===== config.mk =====
export PLATFORM = sky130hd
export DESIGN_NAME = reg_file_sb
export DESIGN_NICKNAME = d
export VERILOG_FILES = /design/src/rtl/reg_file_sb.sv
export SDC_FILE = /design/constraint.sdc
export NUM_CORES = 2
export LEC_CHECK = 0
export CORE_MARGIN = 1.5
export CORE_UTILIZATION = 46
export CTS_CLUSTER_SIZE = 24
export DETAILED_ROUTE_END_ITERATION = 7
export HOLD_SLACK_MARGIN = 0.02
export SETUP_SLACK_MARGIN = 0.02
export SLEW_MARGIN = 0
export SYNTH_ARGS = -nofsm -noshare
export SYNTH_HDL_FRONTEND = slang
export SYNTH_SLANG_ARGS = --single-unit

===== constraint.sdc =====
create_clock -name clk_i -period 5.6 [get_ports clk_i]
set_input_delay 1.12 -clock clk_i [delete_from_list [all_inputs] [get_ports clk_i]]
set_output_delay 1.12 -clock clk_i [all_outputs]
set_load 0.05 [all_outputs]

===== src/rtl/reg_file_sb.sv =====
// Register file with per-register busy scoreboard.
// Combinational reads with same-cycle writeback bypass.
module reg_file_sb #(
  parameter int DATA_WIDTH = 32,
  parameter int NUM_REGS   = 32,
  parameter int NUM_READ   = 2,
  parameter int ZERO_REG   = 1,
  localparam int AW        = $clog2(NUM_REGS)
) (
  input  logic                           clk_i,
  input  logic                           reset_i,
  input  logic [NUM_READ*AW-1:0]         ra_i,
  output logic [NUM_READ*DATA_WIDTH-1:0] rd_data_o,
  output logic [NUM_READ-1:0]            rd_busy_o,
  input  logic                           we_i,
  input  logic [AW-1:0]                  wa_i,
  input  logic [DATA_WIDTH-1:0]          wd_i,
  input  logic                           issue_i,
  input  logic [AW-1:0]                  issue_addr_i,
  output logic [AW:0]                    busy_count_o
);

  localparam bit ZR = (ZERO_REG != 0);

  logic [DATA_WIDTH-1:0] regs [NUM_REGS];
  logic [NUM_REGS-1:0]   busy;
  logic [AW:0]           cnt;

  logic wr_en;
  logic iss_en;
  logic inc;
  logic dec;

  assign wr_en  = we_i && !(ZR && wa_i == '0);
  assign iss_en = issue_i && !(ZR && issue_addr_i == '0);

  // Same-address issue+write keeps the bit set, so no decrement then.
  always_comb begin
    inc = iss_en && !busy[issue_addr_i];
    dec = wr_en && busy[wa_i] &&
          !(iss_en && issue_addr_i == wa_i);
  end

  always_ff @(posedge clk_i) begin
    if (reset_i) begin
      for (int i = 0; i < NUM_REGS; i++) begin
        regs[i] <= '0;
      end
      busy <= '0;
      cnt  <= '0;
    end else begin
      if (wr_en) begin
        regs[wa_i] <= wd_i;
        busy[wa_i] <= 1'b0;
      end
      if (iss_en) begin
        busy[issue_addr_i] <= 1'b1;
      end
      cnt <= cnt + {{AW{1'b0}}, inc} - {{AW{1'b0}}, dec};
    end
  end

  assign busy_count_o = cnt;

  for (genvar k = 0; k < NUM_READ; k++) begin : g_rd
    logic [AW-1:0] ra;
    logic          zero;
    logic          byp;
    logic          wb_clr;

    assign ra     = ra_i[k*AW +: AW];
    assign zero   = ZR && ra == '0;
    assign byp    = wr_en && wa_i == ra;
    assign wb_clr = we_i && wa_i == ra &&
                    !(issue_i && issue_addr_i == ra);

    assign rd_data_o[k*DATA_WIDTH +: DATA_WIDTH] =
      zero ? '0 : (byp ? wd_i : regs[ra]);
    assign rd_busy_o[k] = !zero && busy[ra] && !wb_clr;
  end

endmodule


# Word-level counts from Yosys, hierarchy flattened
# Memories as Yosys holds them, arrays and structs flattened.
# Index checks and enable logic that the tools add are counted.
# op_classes
n_addsub	2
mul	0
div_mod_pow	0
n_lt_le_gt_ge	6
eq_ne	5
shifts	0
muxes	27
bitwise_logic	3
n_reduce_logical	35
# op_table
cell	count
$mux 32	8
$and 32x32->32	1
$not 32->32	1
$or 32x32->32	1
$reduce_or 32->1	1
$eq 5x5->1	5
$lt 5x6->1 const B	4
$bmux 1 s5	4
$logic_and 1x1->1	20
$logic_not 5->1	4
$mux 1	12
$demux 1 s5	2
$ge 5x1->1 const B	2
$logic_not 1->1	10
$add 6x1->6	1
$sub 6x1->6	1
$mux 5	1
# word_totals
ff_bits	38
latch_bits	0
ram_bits	1024
romBits	0
inputBits	56
word_cells	81
memories	1
# memory_table
memory	words	word_bits	rd	rd_ports_with_merged_regs	wr	line	source
regs	32	32	2	0	32	25	logic [DATA_WIDTH-1:0] regs [NUM_REGS];

# Depth between registers and ports, before layout
# depth
depth_word	10
ltp_mapped	17
ltp_nobuf	15

# Worst setup path before layout
# No wires, ideal clock.
# synth_path
path_type	input to output
start	in ra_i[6]
end	out rd_busy_o[1]
arrival_time_ns	3.623
setup_slack_ns	0.857
path_stages	8
n_path_buf	4
cell_sequence	buf_2 -> buf_2 -> buf_2 -> buf_2 -> xor2_1 -> nor4_1 -> nand3_1 -> a211oi_1
# synth_between
elab_chain_len	6
# synth_rtl
item	line	source
start: declaration	12	input logic [NUM_READ*AW-1:0] ra_i,
branches (longest 5 deep; another with $bmux 1 s5)	-	
$logic_and 1x1->1 (*)	79	assign rd_busy_o[k] = !zero && busy[ra] && !wb_clr;
end: declaration	14	output logic [NUM_READ-1:0] rd_busy_o,
# Every way passes the cells marked *. The select of a mux whose other input is x is not followed.

# Final worst setup path
# layout_path
start	in wa_i[2]
end	out rd_data_o[16]
# layout_between
elab_chain_len	6
# layout_rtl
item	line	source
start: declaration	16	input logic [AW-1:0] wa_i,
$logic_not 5->1	34	assign wr_en = we_i && !(ZR && wa_i == '0);
$logic_not 1->1	34	
$logic_and 1x1->1	34	
$logic_and 1x1->1 (*)	73	assign byp = wr_en && wa_i == ra;
$mux 32 (*) (2 in series)	78	zero ? '0 : (byp ? wd_i : regs[ra]);
end: declaration	13	output logic [NUM_READ*DATA_WIDTH-1:0] rd_data_o,
# Every way passes the cells marked *; elsewhere a longest branch is shown, timed or not.

==> results.py <==
metrics = {
    "worst_setup_path": {
        "cp.buffers_inverters": 3,
        "critPathLaunchType": "input pin",
        "cp-end-kind": "primary output",
        "path_cells": "clkdlybuf4s50_1 > or3_1 > or3_1 > nand4_4 > buf_12 > o21ai_1 > o22ai_2 > nor2_1 > buf_12",
        "crit_fanout": 56,
        "worst_ep_required_time_ns": 4.48,
        "cp.depth": 9,
        "crit_type": "input pin to primary output",
        "critPathMaxStageDelay_ns": 0.59,
        "worst_r2r_path_depth": 13,
        "critPathArrivalTime_ns": 4.33,
        "path_delay_family": "simple AND/OR/NAND/NOR gates",
        "crit_path_top_delay_cell": "clkdlybuf4s50_1",
    },
    "floorplan": {
        "start_util": 0.466,
        "core_area_um2": 126000,
        "die_w_um": 360,
        "die_h_um": 360,
        "io_pins": 128,
        "rows": 130,
        "die_area_um2": 130000,
    },
    "routing": {
        "wl_per_cell_um": 38.4,
        "routed_wl_um": 238000,
        "met2_length_um": 107000,
        "dr.pass1.iters": 6,
        "wl_met1_um": 86300,
        "drt_iter0_drc": 6645,
        "wl_met3_um": 29800,
        "route.detailed.drc": 0,
        "maxUsedRoutingLayer": "met5",
        "routed-via-count": 42700,
        "vias_per_cell": 6.89,
        "ant_nets": 0,
    },
    "synth": {
        "ys_seq_area_frac": 0.537,
        "netlist_area_um2": 58700,
        "synth_edf_count": 1024,
        "netlist_instances": 4277,
        "synth-seq-cells": 1062,
        "synthFlopType": "edfxtp_1",
        "synthArstFlopShare": 0,
        "synth.distinct_cells": 75,
        "postSynthAreaPerCell_um2": 13.7,
        "yosysWarnings": 0,
    },
    "power": {
        "power.net_switching_uw": 5730,
        "total_power_uw": 20400,
        "leakage_uw": 0.0240,
        "intPower_uw": 14700,
        "switching_share": 0.281,
        "vdd.ir_drop.worst_v": 0.000251,
        "power_frac_clock": 0.371,
        "p_comb_frac": 0.168,
        "power_frac_seq": 0.461,
        "p_per_area_nw_per_um2": 302,
    },
    "clocking": {
        "clk_latency_ns": 0.77,
        "numCtsBuffers": 118,
        "clk_pin_slew_ns": 0.06,
        "cts_sinks": 1062,
        "cts_hold_buf": 0,
        "cts_tree": "built",
        "cts-htree-levels": 3,
        "cts_buffer_depth": 3,
        "root_buffer": "clkbuf_16",
    },
    "place": {
        "numPortBuffers": 127,
        "post-dp-hpwl_um": 150000,
        "place_ws_ns": -0.00880,
        "finalWeightedCongestion": 0.930,
    },
    "layout": {
        "drive_gt1_frac": 0.243,
        "nNetsFinal": 4489,
        "synthToLayoutAreaGrowth_pct": 15.1,
        "final_util": 0.536,
    },
    "timing": {
        "grt_setup_unrepaired": "false",
        "slew_headroom": 0.0317,
        "maxSlewViolCount": 0,
        "skew_ns": 0.00664,
        "setup_viol_count_final": 0,
        "fin_ws_ns": 0.151,
        "hold_violations": 0,
        "worst_pin_slew_ns": 1.45,
        "post-route-min-period_ns": 5.45,
        "fmax_mhz": 184,
        "finalCritPeriodShare": 0.973,
    },
    "global_route": {
        "grt_first_pass_wirelength_um": 327000,
        "grt_start_max_net_pins": 57,
        "grt_antenna_before_repair": 23,
        "grt_pass1_vias": 41200,
        "grt_overflow_total": 0,
        "grt_usage": 0.363,
    },
    "hold_path": {
        "hp-class": "register to register",
        "hold_depth": 1,
    },
    "job": {
        "maxCapViolCount": 0,
    },
    "status": {
        "status": "complete, no violations",
    },
}
==> power groups by stage <==
stage	registers (µW)	clock network [µW]	logic [µW]
finish	9400	7570	3420
global route	9440	7880	3500
CTS	9390	7580	3360
detailed placement	9550	0	3340
global placement	9530	0	3340
floorplan	9500	0	1860
==> cell usage in the layout, fill, tap and decap left out, drive strengths merged, types with 79 or more instances in the layout <==
| master | Yosys | routed |
|---|---|---|
| nor2 | 128 | 128 |
| o21ai | 94 | 94 |
| nor3 | 79 | 79 |
| mux4 | 402 | 402 |
| clkbuf | 277 | 151 |
| buf | 172 | 397 |
| mux2i | 279 | 279 |
| edfxtp | 1024 | 1024 |
| nand2 | 94 | 94 |
| and2 | 968 | 968 |
==> through the flow <==
| step | cells | instance area (µm²) | TNS [ns] | hold WS, ns |
|---|---|---|---|---|
| CTS | 6178 | 67500 | 0 | 0.524 |
| global placement | 5956 | 63900 | -0.0408 | 0.498 |
| global route | 6178 | 67500 | 0 | 0.559 |
| floorplan | 4308 | 58800 | 0 | 0.472 |
| finish | 6193 | 67600 | 0 | 0.521 |
| detailed placement | 5956 | 63900 | -0.00880 | 0.514 |
==> final cells by class <==
class	instances	area, µm²
multi-input combinational	2758	25200
timing repair buffer	447	4930
sequential	1062	31500
clock inverter	72	504
clock buffer	150	3160
inverter	39	146
antenna	15	37.5
tap	1650	2060
fill	10400	58500
==> worst paths after layout <==
path	start	endpoint	slack, ns
worst max-delay path	wa_i[2]	rd_data_o[16]	0.15
worst min register to register	busy[0]	busy[0]	0.52
worst max register to register	busy[31]	busy_count_o[4]	2.33
worst min-delay path	busy[0]	busy[0]	0.52
==> cell families after synthesis <==
kind of cell | share of synthesized area
other cells | 0.0000639
fa+ha+maj | 0.00162
xor+xnor | 0.00448
compound gates | 0.0668
flops | 0.537
simple gates | 0.143
buf+inv | 0.0415
mux | 0.206
==> synthesized netlist by cell type, types with 6 or more instances <==
cell type,n,share of area
a2111oi_0,7,0.0010
a211o_1,7,0.0010
a211oi_1,28,0.0036
a21o_1,24,0.0031
a21oi_1,76,0.0065
a221o_1,14,0.0024
a221oi_1,70,0.010
a22o_1,29,0.0043
a22oi_1,54,0.0069
a31oi_1,10,0.0011
and2_1,967,0.10
and3_1,7,0.00075
buf_1,8,0.00051
buf_2,83,0.0071
buf_4,35,0.0045
buf_6,41,0.0079
clkbuf_1,276,0.018
dfxtp_1,38,0.013
edfxtp_1,1024,0.52
ha_1,6,0.0013
inv_1,35,0.0022
mux2_2,24,0.0046
mux2i_1,279,0.048
mux4_2,402,0.15
nand2_1,93,0.0059
nand2b_1,22,0.0023
nand3_1,36,0.0031
nor2_1,128,0.0082
nor2b_1,25,0.0027
nor3_1,70,0.0060
nor3_2,8,0.0014
nor3b_1,7,0.00090
nor4_1,23,0.0025
o211ai_1,22,0.0028
o21ai_0,64,0.0055
o21ai_1,30,0.0026
o221ai_1,7,0.0010
o22a_1,9,0.0013
o22ai_1,72,0.0077
o31ai_1,9,0.0012
or2_2,7,0.00075
or3_1,6,0.00064
xnor2_1,12,0.0018
xor2_1,18,0.0027
==> registers in the layout, summed over array words and instances (netlist names) <==
register,flops
busy_count_o,6
busy,32
regs,1024
==> repair_timing <==
item | 4_1_cts | 5_1_grt
endpoints found under the hold margin | 0 | 0
pin swaps | 0 | 0
buffers inserted | 0 | 0
setup endpoints to repair | 1 | 1
gates resized for setup | 1 | 1
==> metal layers <==
metal,global-route usage,vias up
met2,0.554,3490
met5,0,-
li1,-,16600
met4,0.199,12
met1,0.480,21700
met3,0.0850,801
No activity file was read; power rests on OpenSTA's default activity.
